File: config.mk
export PLATFORM = sky130hd
export DESIGN_NAME = ntt_agu
export DESIGN_NICKNAME = d
export VERILOG_FILES = /design/src/rtl/ntt_pkg.sv /design/src/rtl/ntt_agu_lane.sv /design/src/rtl/ntt_agu.sv
export SDC_FILE = /design/constraint.sdc
export NUM_CORES = 1
export LEC_CHECK = 0
export BUFFER_PORTS_ARGS = -buffer_cell sky130_fd_sc_hd__buf_4
export CORE_MARGIN = 10
export CORE_UTILIZATION = 25
export DETAILED_ROUTE_END_ITERATION = 16
export PLACE_DENSITY_LB_ADDON = 0.15
export RECOVER_POWER = 50
export SKIP_CTS_REPAIR_TIMING = 1
export SKIP_LAST_GASP = 1
export SYNTH_ARGS = -nofsm -noshare
export SYNTH_HDL_FRONTEND = slang
export SYNTH_HIERARCHICAL = 1
export SYNTH_SLANG_ARGS = --single-unit
File: constraint.sdc
create_clock -name clk -period 8.2 [get_ports clk]
set_input_delay 0.82 -clock clk [delete_from_list [all_inputs] [get_ports clk]]
set_output_delay 0.82 -clock clk [all_outputs]
set_load 0.005 [all_outputs]
File: src/rtl/ntt_pkg.sv
// Shared types and constants for the NTT address/twiddle generator.
// Kyber ring constants, the transform mode and the AGU sequencing states.
package ntt_pkg;

  localparam int unsigned KYBER_N  = 256;
  localparam int unsigned KYBER_Q  = 3329;
  localparam int unsigned KYBER_NL = 7;

  typedef enum logic {
    FWD = 1'b0,
    INV = 1'b1
  } mode_e;

  typedef enum logic [1:0] {
    S_IDLE = 2'd0,
    S_RUN  = 2'd1,
    S_GAP  = 2'd2,
    S_DONE = 2'd3
  } state_e;

  // Returns log2(len): forward spans shrink from N/2, inverse spans grow from 2^min_log_len.
  function automatic int unsigned ntt_log_len(input int unsigned log_n,
                                              input int unsigned min_log_len,
                                              input int unsigned layer,
                                              input mode_e       mode);
    if (mode == INV) return min_log_len + layer;
    return log_n - 1 - layer;
  endfunction

endpackage

File: src/rtl/ntt_agu_lane.sv
// One butterfly lane: maps (beat, lane, log_len) to its address pair and group index.
// Purely combinational; the parent registers the results.
module ntt_agu_lane
  import ntt_pkg::*;
#(
  parameter int unsigned LOG_N = 8,
  parameter int unsigned LANES = 2,
  parameter int unsigned LLW   = 4
) (
  input  logic [LOG_N-2:0] beat_i,
  input  logic [LOG_N-2:0] lane_i,
  input  logic [LLW-1:0]   log_len_i,
  output logic [LOG_N-1:0] addr_a_o,
  output logic [LOG_N-1:0] addr_b_o,
  output logic [LOG_N-2:0] g_o
);

  logic [LOG_N-2:0] idx;
  logic [LOG_N-2:0] mask;
  logic [LOG_N-1:0] len;

  always_comb begin
    idx  = beat_i * (LOG_N-1)'(LANES) + lane_i;
    len  = LOG_N'(1) << log_len_i;
    // For len = N/2 the low bits are zero and the mask wraps to all ones, which is what j needs.
    mask = len[LOG_N-2:0] - (LOG_N-1)'(1);
    g_o  = idx >> log_len_i;
    addr_a_o = ({1'b0, g_o} << (log_len_i + LLW'(1))) | {1'b0, idx & mask};
    addr_b_o = addr_a_o + len;
  end

endmodule

File: src/rtl/ntt_agu.sv
// NTT/INTT butterfly address and twiddle-index generator, LANES butterflies per beat.
// state  | meaning
// IDLE   | waiting for start
// RUN    | issuing beats of the current layer
// GAP    | drain cycles between layers, out_valid low
// DONE   | one-cycle done pulse
module ntt_agu
  import ntt_pkg::*;
#(
  parameter  int unsigned LOG_N       = 8,
  parameter  int unsigned LANES       = 2,
  parameter  int unsigned MIN_LOG_LEN = 1,
  parameter  int unsigned LAYER_GAP   = 0,
  localparam int unsigned NL          = LOG_N - MIN_LOG_LEN,
  localparam int unsigned LW          = (NL > 1) ? $clog2(NL) : 1
) (
  input  logic                   clk,
  input  logic                   srst,
  input  logic                   start,
  input  logic                   inverse,
  output logic                   busy,
  output logic                   done,
  output logic                   out_valid,
  input  logic                   out_ready,
  output logic [LANES*LOG_N-1:0] out_addr_a,
  output logic [LANES*LOG_N-1:0] out_addr_b,
  output logic [LOG_N-2:0]       out_zeta_idx,
  output logic [LW-1:0]          out_layer,
  output logic                   out_layer_last,
  output logic                   out_last
);

  localparam int unsigned LLW   = $clog2(LOG_N) + 1;
  localparam int unsigned BEATS = (1 << LOG_N) / (2 * LANES);
  localparam logic [LOG_N-2:0] B_LAST   = (LOG_N-1)'(BEATS - 1);
  localparam logic [LOG_N-2:0] Z_ONE    = (LOG_N-1)'(1);
  localparam logic [3:0]       GAP_LOAD = (LAYER_GAP > 0) ? 4'(LAYER_GAP - 1) : 4'd0;

  state_e           state_q;
  mode_e            mode_q, mode_n;
  logic [LW-1:0]    layer_q, layer_n;
  logic [LOG_N-2:0] beat_q, beat_n;
  logic [3:0]       gap_q;

  logic [LLW-1:0]         log_len_n;
  logic [LANES*LOG_N-1:0] addr_a_n, addr_b_n;
  logic [LOG_N-2:0]       g_arr [LANES];
  logic [LOG_N-2:0]       g_n, zeta_n;
  logic                   layer_last_n, last_n, adv;

  // Outputs are registered from the position of the beat that will be presented next.
  always_comb begin
    mode_n  = mode_q;
    layer_n = layer_q;
    beat_n  = beat_q;
    if (state_q == S_IDLE) begin
      mode_n  = inverse ? INV : FWD;
      layer_n = '0;
      beat_n  = '0;
    end else if (beat_q == B_LAST) begin
      layer_n = layer_q + LW'(1);
      beat_n  = '0;
    end else begin
      beat_n = beat_q + (LOG_N-1)'(1);
    end
    log_len_n    = LLW'(ntt_log_len(LOG_N, MIN_LOG_LEN, 32'(layer_n), mode_n));
    layer_last_n = (beat_n == B_LAST);
    last_n       = layer_last_n && (layer_n == LW'(NL - 1));
    adv = ((state_q == S_IDLE) && start) ||
          ((state_q == S_RUN) && out_valid && out_ready && !out_last);
  end

  for (genvar k = 0; k < LANES; k++) begin : g_lane
    ntt_agu_lane #(
      .LOG_N(LOG_N),
      .LANES(LANES),
      .LLW  (LLW)
    ) u_lane (
      .beat_i   (beat_n),
      .lane_i   ((LOG_N-1)'(k)),
      .log_len_i(log_len_n),
      .addr_a_o (addr_a_n[k*LOG_N +: LOG_N]),
      .addr_b_o (addr_b_n[k*LOG_N +: LOG_N]),
      .g_o      (g_arr[k])
    );
  end

  // Every lane of a beat sits in the same group, so the OR equals lane 0's g.
  always_comb begin
    g_n = '0;
    for (int k = 0; k < LANES; k++) g_n = g_n | g_arr[k];
    if (mode_n == INV) zeta_n = (Z_ONE << (LLW'(LOG_N) - log_len_n)) - Z_ONE - g_n;
    else               zeta_n = (Z_ONE << layer_n) + g_n;
  end

  always_ff @(posedge clk) begin
    if (srst) begin
      state_q        <= S_IDLE;
      mode_q         <= FWD;
      layer_q        <= '0;
      beat_q         <= '0;
      gap_q          <= '0;
      busy           <= 1'b0;
      done           <= 1'b0;
      out_valid      <= 1'b0;
      out_addr_a     <= '0;
      out_addr_b     <= '0;
      out_zeta_idx   <= '0;
      out_layer      <= '0;
      out_layer_last <= 1'b0;
      out_last       <= 1'b0;
    end else begin
      case (state_q)
        S_IDLE: begin
          if (start) begin
            state_q   <= S_RUN;
            busy      <= 1'b1;
            out_valid <= 1'b1;
          end
        end
        S_RUN: begin
          if (out_valid && out_ready) begin
            if (out_last) begin
              state_q   <= S_DONE;
              busy      <= 1'b0;
              done      <= 1'b1;
              out_valid <= 1'b0;
            end else if (out_layer_last && (LAYER_GAP > 0)) begin
              state_q   <= S_GAP;
              gap_q     <= GAP_LOAD;
              out_valid <= 1'b0;
            end
          end
        end
        S_GAP: begin
          if (gap_q == 4'd0) begin
            state_q   <= S_RUN;
            out_valid <= 1'b1;
          end else begin
            gap_q <= gap_q - 4'd1;
          end
        end
        S_DONE: begin
          state_q <= S_IDLE;
          done    <= 1'b0;
        end
        default: state_q <= S_IDLE;
      endcase
      if (adv) begin
        mode_q         <= mode_n;
        layer_q        <= layer_n;
        beat_q         <= beat_n;
        out_addr_a     <= addr_a_n;
        out_addr_b     <= addr_b_n;
        out_zeta_idx   <= zeta_n;
        out_layer      <= layer_n;
        out_layer_last <= layer_last_n;
        out_last       <= last_n;
      end
    end
  end

endmodule

==> impl_results.md, run 1 <==
- Slew @ Worst Pin: ~2.7 ns
- Layout cell share with drive strength beyond 1: a little under a tenth
- Peak supply drop: a little under 80 uV
- EDFF count, synth: 0
- Adder-cell share of the synthesized area: 13.6%
- Syn Inst Count: about 870
- Die area: about 0.032 mm2
- Area growth, synth to finish: 14.6%
- Max Slew Vio Count: 62
- CTS tree: yes
- Fin. Hold Viols: 0
- Fraction of registers with async set/reset: 0%
- Post-synthesis simple-gate area fraction: about 26%
- Worst path required time: approximately 8.3 ns
- Int Power: roughly 680 uW
- DR vias: around 6300
- Nets@finish: slightly below 1000
- Routed WL per cell: 16.7 um
- Initial antenna violation count: 0
- Hold Crit Class: reg -> reg
- Syn. warnings: 6
- Power share of the combinational group: approximately 36%
- DR pass1 iterations: 5
- Hold slack: 0.453 ns
- CTS Buffer Depth: 2
- Mapped cell area: 0.00638 mm2
- Cts bufs inserted: 9
- FF-to-FF setup slack: 1.47 ns
- Crit Path Max Fanout: 14
- Worst-skew pair later-pin latency: approximately 0.35 ns
- Routed WL: approximately 21000 um
- Reg-to-reg critical path endpoint: out_addr_b[15]$_SDFFE_PP0P_
- # diodes: 0
- Htree depth: 3
- Worst Hold Endpoint: out_addr_b[9]$_SDFFE_PP0P_
- Die height: between 150 and 200 um
- Critical Path Source Type: flip-flop
- Endpoints failing setup: 0
- Slew headroom: -81.2%
- Core box area: between 0.02 and 0.03 mm2
- Clk root buf: clkbuf_16
- Port Buf Inserts: about 50
- Post-Synth XOR/XNOR Area: 7.47%
- CTS sink cnt: 61
- DR DRC count: 0
- Nature of the critical path endpoint: flip-flop
- Post-Synthesis Mean Instance Area: 7.34 um2
- DR vias/cell: 5.06
- Gpl congestion: between 0.8 and 0.9
- Sequential fraction of the synthesis area: 19.1%
- Largest family of logic cells by synthesized area: compound AO/OA/AOI/OAI gates
- Hold path cells: 2
- Max Clock Freq: roughly 0.15 GHz
- Ys flop type: dfxtp_1
- Max-cap violations: 1
- Core Rows: 58
- Yosys reg bits: 61
- Initial Utilization: 25.3%
- Antenna viol nets, final: 0
- Top Ports: 52
- Pleak: around 0.0030 uW
- Largest net degree at the start of global routing: 62
- Post-DP HPWL: 16000 um
- Global-route wire length before repair: 33900 um
- Worst R2R Path Depth: 25
- Synth Area in Compound Gates: roughly a quarter
- GRT overflow: 0
- Switching share of power: around two fifths
- Clock power frac: about a third
- Sequential share of power: 30.3%
- Tcrit/Tclk final: 82.1%
- Setup Skew: between 0.01 and 0.015 ns
- Global Route Usage Sum: 12.6%
- Die X: approximately 180 um
- RR Startpoint: beat_q[0]$_SDFFE_PP0P_
- Clock-pin slew on the worst setup and hold paths: about 0.07 ns
- Vias in the first global route: between 6000 and 7000
- Post-Route Setup TNS: 0 ns
- CP Class: reg -> reg
- Worst EP arrival: about 7 ns
- Final min period: about 6.7 ns
- Net Switching: between 400 and 500 uW
- Power Density: between 100 and 150 mW/mm2
- Mux share of post-synthesis cell area: ~2.2%
- Failing checks: capacitance limit, slew limit
- Min-delay src: out_addr_b[9]$_SDFFE_PP0P_
- Status: finished, violations left
- RSZ-0062 raised after global routing: false
- Initial drt markers: 388
- Yosys cell types: roughly 100
==> cell type report <==
type / instances / area, um2
Multi-Input combinational cell: 738 / 4900
Inverter: 44 / 165
Sequential cell: 61 / 1220
Timing Repair Buffer: 57 / 334
Tap cell: 330 / 413
Clock buffer: 9 / 225
Clock inverter: 7 / 56.3
Fill cell: 2779 / 17900
==> state kept, by name, indices dropped and copies added (netlist names) <==
register and cells:
out_addr_a 16, out_addr_b 16, beat_q 7, out_zeta_idx 7, gap_q 4, layer_q 3
state_q 2, busy 1, done 1, mode_q 1, out_last 1, out_layer_last 1
out_valid 1
==> worst max-delay path: stages, from the launching register on <==
cell      delay [ns]
dfxtp_1         0.40
ha_1            0.29
nand3b_1        0.17
nor2_1          0.35
nand2_1         0.10
a21oi_1         0.39
inv_1           0.13
ha_1            0.31
inv_1           0.05
o221ai_1        0.16
inv_1           0.38
inv_1           0.32
ha_1            0.66
clkinv_1        0.39
o41ai_1         0.38
a31oi_1         0.09
a22o_1          0.30
o32ai_1         0.36
ha_1            0.35
o21ai_0         0.10
a21oi_1         0.11
o41a_1          0.33
xnor2_1         0.14
xnor2_1         0.12
nand2_1         0.06
a21oi_1         0.06
==> how the worst max path moves through the flow <==
stage                                start                          end  slack (ns)
finish              beat_q[0]$_SDFFE_PP0P_  out_addr_b[15]$_SDFFE_PP0P_        1.47
global route        beat_q[0]$_SDFFE_PP0P_  out_addr_b[15]$_SDFFE_PP0P_        0.71
CTS                 beat_q[0]$_SDFFE_PP0P_   out_addr_b[7]$_SDFFE_PP0P_        1.50
detailed placement  beat_q[0]$_SDFFE_PP0P_   out_addr_b[7]$_SDFFE_PP0P_        1.51
global placement    beat_q[0]$_SDFFE_PP0P_  out_addr_b[15]$_SDFFE_PP0P_        1.66
floorplan           beat_q[0]$_SDFFE_PP0P_   out_addr_b[7]$_SDFFE_PP0P_        2.37
==> placed cells by master, fill, tap and decap left out, types with 6 or more instances in the layout <==
cell and n:
nor3_1 18, nor2_1 81, xnor2_1 35, ha_1 60, a21o_1 8, nand2_1 130
o221ai_1 7, a31oi_1 6, o211ai_1 11, nor2b_1 8, or2_2 9, inv_1 42
o21ai_0 24, o21bai_1 8, clkbuf_4 23, fa_1 6, a21oi_1 90, buf_4 9
and3_1 9, xor2_1 15, dfxtp_1 61, clkbuf_1 25, or3_1 8, conb_1 19
mux2i_1 8, a211oi_1 16, nand3_1 23, clkbuf_16 9, and2_1 13
==> logic make-up after synthesis <==
group,after synthesis
AND/OR/NAND/NOR,343
AO/OA/AOI/OAI,245
buffers and inverters,87
adder cells (fa/ha/maj),66
flip-flops,61
XOR/XNOR,52
multiplexers,13
other,2
==> power by group through the flow <==
stage               Clock (uW)  Combinational (uW)  Sequential (uW)
global route               397                 442              335
floorplan                    0                 282              338
finish                     372                 392              332
detailed placement           0                 402              339
global placement             0                 410              339
CTS                        388                 405              333
==> stage by stage <==
step	power, uW	util [%]	cells	area, um2	setup slack (ns)
final	1100	29.1	1246	7320	1.47
after global routing	1170	29.1	1246	7320	0.711
after detailed placement	741	28.3	1230	7130	1.51
after CTS	1130	29.4	1246	7410	1.50
after floorplan	620	-	886	6450	2.37
after global placement	749	28.3	1230	7130	1.66
==> routing by layer <==
| layer | share of wire, % | vias up | global-route usage, % |
|---|---|---|---|
| met4 | 2.6 | 0 | 4.40 |
| met3 | 4.5 | 33 | 2.59 |
| met1 | 47 | 2929 | 16.3 |
| met5 | 0 | - | 0 |
| li1 | - | 3179 | - |
| met2 | 46 | 165 | 20.1 |
==> cells in the mapped netlist (7+ instances only) <==
cell | count | share of area (%)
a211oi_1 | 16 | 1.9
a21o_1 | 8 | 0.94
a21oi_1 | 91 | 7.1
and2_1 | 13 | 1.3
and3_1 | 9 | 0.88
clkbuf_1 | 34 | 2.0
dfxtp_1 | 61 | 19
ha_1 | 60 | 12
inv_1 | 42 | 2.5
mux2i_1 | 8 | 1.3
nand2_1 | 130 | 7.6
nand3_1 | 23 | 1.8
nor2_1 | 81 | 4.8
nor2b_1 | 8 | 0.78
nor3_1 | 19 | 1.5
o211ai_1 | 11 | 1.3
o21ai_0 | 24 | 1.9
o21bai_1 | 8 | 0.94
o221ai_1 | 7 | 0.96
or2_2 | 9 | 0.88
or3_1 | 8 | 0.78
xnor2_1 | 35 | 4.8
xor2_1 | 15 | 2.1
Power figures use the tool's default switching activity.
==> inputs of run 2 (changes only) <==
--- a/config.mk
+++ b/config.mk
@@ -5,6 +5,7 @@
 export SDC_FILE = /design/constraint.sdc
 export NUM_CORES = 1
 export LEC_CHECK = 0
+export ABC_AREA = 1
 export BUFFER_PORTS_ARGS = -buffer_cell sky130_fd_sc_hd__buf_4
 export CORE_MARGIN = 10
 export CORE_UTILIZATION = 25
==> constraint.sdc (replaced) <==
create_clock -name clk -period 6.5 [get_ports clk]
set_input_delay 0.65 -clock clk [delete_from_list [all_inputs] [get_ports clk]]
set_output_delay 0.65 -clock clk [all_outputs]
set_load 0.005 [all_outputs]
==> impl_results.md, run 2 <==
- Slew headroom: 53.5% (was -81.2%)
- Syn Inst Count: 927 (was 869)
- Most frequent cells in the layout: 192 x nand2_1, 119 x inv_1, 118 x nor2_1, 92 x nand3_1, 61 x dfxtp_1 (was 130 x nand2_1, 90 x a21oi_1, 81 x nor2_1, 61 x dfxtp_1, 60 x ha_1)
- Antenna viol nets, final: 0 (unchanged)
- Tcrit/Tclk final: 80.6% (was 82.1%)
- Yosys top cell by area: dfxtp_1 (unchanged)
- EDFF count, synth: 0 (unchanged)
- Max Slew Vio Count: 0 (was 62)
- Port Buf Inserts: 51 (unchanged)
- Top post-synthesis cells by area: dfxtp_1 21%, ha_1 13%, nand2_1 12%, nand3_1 7.8%, inv_1 7.6% (was dfxtp_1 19%, ha_1 12%, nand2_1 7.6%, a21oi_1 7.1%, xnor2_1 4.8%)
- Fraction of registers with async set/reset: 0% (unchanged)
- CP Class: reg -> reg (unchanged)
- Min-delay src: busy$_SDFFE_PP0P_ (was out_addr_b[9]$_SDFFE_PP0P_)
- Initial Utilization: 25.3% (about the same)
- Max Clock Freq: 0.191 GHz (was 0.149 GHz)
- Nets@finish: 1058 (was 982)
- Synth top area share: 20.6% (was 19.1%)
- Sequential fraction of the synthesis area: 20.6% (was 19.1%)
- Critical path's slowest cell: dfxtp_1 (was ha_1)
- Global Route Usage Sum: 11.7% (was 12.6%)
- Htree depth: 3 (unchanged)
- Post-DP HPWL: 13700 um (was 16000 um)
- Crit Path Max Fanout: 12 (was 14)
- Routed WL per cell: 13.2 um (was 16.7 um)
- Slew @ Worst Pin: 0.695 ns (was 2.72 ns)
- Gpl congestion: 0.848 (was 0.884)
- Setup Skew: 0.0133 ns (was 0.0122 ns)
- RSZ-0062 raised after global routing: false (unchanged)
- CP most frequent cell: nand2_1
- Post-Route Setup TNS: 0 ns (unchanged)
- Final min period: 5.24 ns (was 6.73 ns)
- Clk root buf: clkbuf_16 (unchanged)
- Worst EP arrival: 5.47 ns (was 6.84 ns)
- Routed WL: 17300 um (was 20800 um)
- Die X: 174 um (was 180 um)
- CTS Buffer Depth: 2 (unchanged)
- RR Startpoint: beat_q[0]$_SDFFE_PP0P_ (unchanged)
- Hold Crit Class: reg -> reg (unchanged)
- Commonest non-fill, non-tap cell in the layout: nand2_1 (unchanged)
- Peak supply drop: 112 uV (was 78.6 uV)
- GRT overflow: 0 (unchanged)
- Nature of the critical path endpoint: flip-flop (unchanged)
- Initial antenna violation count: 0 (unchanged)
- Die area: 0.0303 mm2 (was 0.0323 mm2)
- Post-Place Cell Area: 0.00668 mm2 (was 0.00713 mm2)
- Syn. warnings: 6 (unchanged)
- Clock-pin slew on the worst setup and hold paths: 0.06 ns (was 0.07 ns)
- Largest net degree at the start of global routing: 62 (unchanged)
- Most common cell in the netlist: nand2_1 (unchanged)
- Yosys reg bits: 61 (unchanged)
- Core box area: 0.0234 mm2 (was 0.0252 mm2)
- CTS tree: yes (unchanged)
- Critical path launch point: beat_q[0]$_SDFFE_PP0P_ (unchanged)
- Max-cap violations: 0 (was 1)
- DR DRC count: 0 (unchanged)
- CTS sink cnt: 61 (unchanged)
- Core Rows: 56 (was 58)
- Fin. Hold Viols: 0 (unchanged)
- Status: finished, final reports clean (was finished, violations left)
- Post-route cell area: 0.00691 mm2 (was 0.00732 mm2)
- Die height: 174 um (was 180 um)
- Cts bufs inserted: 9 (unchanged)
- # diodes: 0 (unchanged)
- Area growth, synth to finish: 16.6% (was 14.6%)
- Pleak: 0.00348 uW (was 0.00297 uW)
- Mapped cell area: 0.00593 mm2 (was 0.00638 mm2)
- Endpoints failing setup: 0 (unchanged)
- Initial drt markers: 266 (was 388)
- Global-route wire length before repair: 29300 um (was 33900 um)
- Synth cell count leaders: 192 x nand2_1, 120 x inv_1, 118 x nor2_1, 92 x nand3_1, 61 x dfxtp_1 (was 130 x nand2_1, 91 x a21oi_1, 81 x nor2_1, 61 x dfxtp_1, 60 x ha_1)
- Worst-skew pair later-pin latency: 0.35 ns (about the same)
- Top Ports: 52 (unchanged)
- DR vias/cell: 4.40 (was 5.06)
- Post-Synthesis Mean Instance Area: 6.40 um2 (was 7.34 um2)
- Yosys cell types: 46 (was 98)
- Layout cell share with drive strength beyond 1: 12.0% (was 9.50%)
- Power Density: 258 mW/mm2 (was 150 mW/mm2)
- DR vias: 5766 (was 6306)
- Worst path required time: 6.74 ns (was 8.31 ns)
- Vias in the first global route: 5750 (was 6130)
- Largest regs: out_addr_a x16, out_addr_b x16 (unchanged)
- Ys flop type: dfxtp_1 (unchanged)
- DR pass1 iterations: 5 (unchanged)
- Critical Path Source Type: flip-flop (unchanged)
- CP max stage delay: 0.39 ns (was 0.66 ns)
-- run 2: cell types whose count changed after synthesis, sizes merged, moves of 41 or more --
cell,before,now
nand2,130,215
a21oi,92,48
nor2,83,128
nand3,24,111
o21ai,27,68
inv,43,131
-- run 2: final cells by class --
type | count | area (um2)
Sequential cell | 61 | 1220
Tap cell | 319 | 399
Timing Repair Buffer | 56 | 330
Clock buffer | 9 | 225
Inverter | 133 | 500
Multi-Input combinational cell | 726 | 4140
Fill cell | 2683 | 16500
Clock inverter | 7 | 103
-- run 2: worst paths after layout --
path | slack, ns | depth (start not counted) | to
hold / removal | 0.47 | 2 | busy$_SDFFE_PP0P_
setup reg to reg | 1.26 | 37 | out_addr_b[7]$_SDFFE_PP0P_
hold reg to reg | 0.47 | 2 | busy$_SDFFE_PP0P_
setup / recovery | 1.26 | 37 | out_addr_b[7]$_SDFFE_PP0P_
-- run 2: per-layer routing --
metal	vias up	track usage [%]	part of all wire (%)
met3	22	2.82	3.8
met4	0	4.38	2.3
met5	-	0	0
met2	85	18.2	41
li1	3113	-	-
met1	2546	15.2	53
-- run 2: cell families (layout without fill, tap and decap cells) --
logic type / Yosys count / in the layout / share of synthesized area, %
AO/OA/AOI/OAI: 140 / 140 / 13.1
XOR/XNOR: 23 / 23 / 3.40
adder cells (fa/ha/maj): 66 / 66 / 14.7
buffers and inverters: 156 / 205 / 10.8
flip-flops: 61 / 61 / 20.6
other: 2 / 18 / 0.127
AND/OR/NAND/NOR: 479 / 479 / 37.3
-- run 2: power breakdown --
part | internal, uW | switching (uW) | total [uW]
Clock | 341 | 208 | 549
Sequential | 417 | 23.6 | 440
Combinational | 281 | 516 | 797
Total | 1040 | 748 | 1790
-- run 2: critical path: cells and delay by family (launching register included) --
kind / cells / cell delay, ns
buffers and inverters: 7 / 0.81
AND/OR/NAND/NOR: 21 / 2.07
flip-flops: 1 / 0.39
AO/OA/AOI/OAI: 4 / 0.59
adder cells (fa/ha/maj): 5 / 1.25
-- run 2: metrics by stage --
stage	setup WS [ns]	util [%]	hold slack (ns)	instances	total power, uW
2_1_floorplan	1.92	-	0.442	943	1040
3_3_place_gp	1.38	28.5	0.459	1295	1280
3_5_place_dp	1.29	28.5	0.458	1295	1270
4_1_cts	1.25	29.9	0.468	1311	1840
5_1_grt	0.558	29.5	0.490	1311	1960
6_report	1.26	29.5	0.468	1311	1790
==> inputs of run 3 (changes only) <==
==> constraint.sdc (replaced) <==
create_clock -name clk -period 5.1 [get_ports clk]
set_input_delay 0.51 -clock clk [delete_from_list [all_inputs] [get_ports clk]]
set_output_delay 0.51 -clock clk [all_outputs]
set_load 0.005 [all_outputs]
==> impl_results.md, run 3 (same netlist as run 2, synthesis figures left out) <==
- Htree depth: 3 (unchanged)
- # diodes: 0 (unchanged)
- Routed WL: 17800 um (was 17300 um)
- Initial drt markers: 284 (was 266)
- Worst EP arrival: 4.92 ns (was 5.47 ns)
- Most frequent cells in the layout: 191 x nand2_1, 117 x inv_1, 114 x nor2_1, 92 x nand3_1, 59 x dfxtp_1 (was 192 x nand2_1, 119 x inv_1, 118 x nor2_1, 92 x nand3_1, 61 x dfxtp_1)
- Setup slack after layout: 0.426 ns (was 1.26 ns)
- DR DRC count: 0 (unchanged)
- Hold Crit Class: in -> reg (was reg -> reg)
- CP most frequent cell: nand2_1 (unchanged)
- RR Startpoint: beat_q[0]$_SDFFE_PP0P_ (unchanged)
- Vias in the first global route: 5800 (was 5750)
- Global Route Usage Sum: 11.9% (was 11.7%)
- Top Ports: 52 (unchanged)
- Routed length on met1: 9330 um (was 9100 um)
- Peak supply drop: 166 uV (was 112 uV)
- Dpl cells: 1310 (was 1295)
- Port Buf Inserts: 51 (unchanged)
- Core Rows: 56 (unchanged)
- CTS Buffer Depth: 2 (unchanged)
- CP max stage delay: 0.36 ns (was 0.39 ns)
- Commonest non-fill, non-tap cell in the layout: nand2_1 (unchanged)
- Pleak: 0.00361 uW (was 0.00348 uW)
- Largest regs: out_addr_a x16, out_addr_b x16 (unchanged)
- Worst R2R Path Depth: 36 (was 37)
- Slew headroom: 56.9% (was 53.5%)
- Worst-skew pair later-pin latency: 0.35 ns (about the same)
- Met3 wire len: 687 um (was 657 um)
- Die X: 174 um (unchanged)
- Post-route cell area: 0.00714 mm2 (was 0.00691 mm2)
- Fin. Hold Viols: 0 (unchanged)
- FF-to-FF setup slack: 0.43 ns (was 1.26 ns)
- Setup Skew: 0.0122 ns (was 0.0133 ns)
- Nets@finish: 1081 (was 1058)
- Global-route wire length before repair: 30000 um (was 29300 um)
- Critical Path Source Type: flip-flop (unchanged)
- Initial antenna violation count: 0 (unchanged)
- Hold slack: 0.443 ns (was 0.468 ns)
- Status: finished, final reports clean (unchanged)
- Layout cell share with drive strength beyond 1: 15.9% (was 12.0%)
- Worst Hold Endpoint: busy$_SDFFE_PP0P_ (unchanged)
- Largest net degree at the start of global routing: 40 (was 62)
- Slew @ Worst Pin: 0.643 ns (was 0.695 ns)
- Cts bufs inserted: 9 (unchanged)
- Max Slew Vio Count: 0 (unchanged)
- Antenna viol nets, final: 0 (unchanged)
- DR pass1 iterations: 5 (unchanged)
- Power Density: 319 mW/mm2 (was 258 mW/mm2)
- Die area: 0.0303 mm2 (unchanged)
- Crit Path Max Fanout: 7 (was 12)
- Post-Place Setup Slack: 0.191 ns (was 1.29 ns)
- Area growth, synth to finish: 20.3% (was 16.6%)
- DR vias/cell: 4.42 (was 4.40)
- Max Clock Freq: 0.214 GHz (was 0.191 GHz)
- Post-DP HPWL: 14100 um (was 13700 um)
- RSZ-0062 raised after global routing: true (was false)
- GRT overflow: 0 (unchanged)
- Finished Layout Cells: 1334 (was 1311)
- Core box area: 0.0234 mm2 (unchanged)
- Post-Place Cell Area: 0.00679 mm2 (was 0.00668 mm2)
- Routed WL per cell: 13.3 um (was 13.2 um)
- Clock-pin slew on the worst setup and hold paths: 0.06 ns (about the same)
- Hold path cells: 2 (unchanged)
- Max-cap violations: 0 (unchanged)
- Min-delay src: srst (was busy$_SDFFE_PP0P_)
- Endpoints failing setup: 0 (unchanged)
- Worst path required time: 5.35 ns (was 6.74 ns)
- Max Used Layer: met4 (unchanged)
- Initial Utilization: 25.3% (unchanged)
- CTS tree: yes (unchanged)
- Gpl congestion: 0.849 (was 0.848)
- CP Class: reg -> reg (unchanged)
- Final min period: 4.67 ns (was 5.24 ns)
- Critical path's slowest cell: dfxtp_2 (was dfxtp_1)
- Die height: 174 um (unchanged)
- Clk root buf: clkbuf_16 (unchanged)
- Reg-to-reg critical path endpoint: out_addr_b[15]$_SDFFE_PP0P_ (was out_addr_b[7]$_SDFFE_PP0P_)
- DR vias: 5899 (was 5766)
- Tcrit/Tclk final: 91.7% (was 80.6%)
- Nature of the critical path endpoint: flip-flop (unchanged)
- CTS sink cnt: 61 (unchanged)
- Met2 Wirelength: 7420 um (was 7170 um)
## run 3: metrics by stage
stage          util (%)  total power [uW]  setup TNS, ns
3_5_place_dp       29.0              1640              0
6_report           30.5              2280              0
5_1_grt            30.5              2490        -0.0517
2_1_floorplan         -              1320              0
4_1_cts            30.3              2310              0
3_3_place_gp       29.0              1650              0
## run 3: power by group
group	internal [uW]	leakage (uW)	switching, uW	total (uW)
clock	381	0.000150	267	648
combinational	396	0.00295	673	1070
sequential	531	0.000504	30.4	561
total	1310	0.00361	970	2280
## run 3: critical path, delay by kind of cell (launching register included)
kind,cells,cell delay [ns]
AO/OA/AOI/OAI,3,0.40
AND/OR/NAND/NOR,23,1.94
buffers and inverters,4,0.47
flip-flops,1,0.36
XOR/XNOR,1,0.16
adder cells (fa/ha/maj),5,1.26
## run 3: how the worst max path moves through the flow
stage	startpoint	to	slack, ns	cells past startpoint
final	beat_q[0]$_SDFFE_PP0P_	out_addr_b[15]$_SDFFE_PP0P_	0.43	36
after global routing	beat_q[0]$_SDFFE_PP0P_	out_addr_b[7]$_SDFFE_PP0P_	-0.05	38
after CTS	beat_q[0]$_SDFFE_PP0P_	out_addr_b[15]$_SDFFE_PP0P_	0.17	36
after detailed placement	beat_q[0]$_SDFFE_PP0P_	out_addr_b[15]$_SDFFE_PP0P_	0.19	36
after global placement	beat_q[0]$_SDFFE_PP0P_	out_addr_b[15]$_SDFFE_PP0P_	0.31	36
after floorplan	beat_q[0]$_SDFFE_PP0P_	out_addr_b[7]$_SDFFE_PP0P_	0.52	37
## run 3: per-layer routing
layer,track usage (%),vias up
met5,0,-
met4,3.99,0
met3,2.67,16
met2,18.3,98
met1,16.1,2613
li1,-,3172
## run 3: layout make-up
type | count | area [um2]
clock buffers | 9 | 225
well taps | 319 | 399
inverters | 133 | 505
fillers | 2668 | 16300
clock inverters | 7 | 75.1
flip-flops and latches | 61 | 1220
multi-input cells | 726 | 4190
repair buffers | 79 | 522
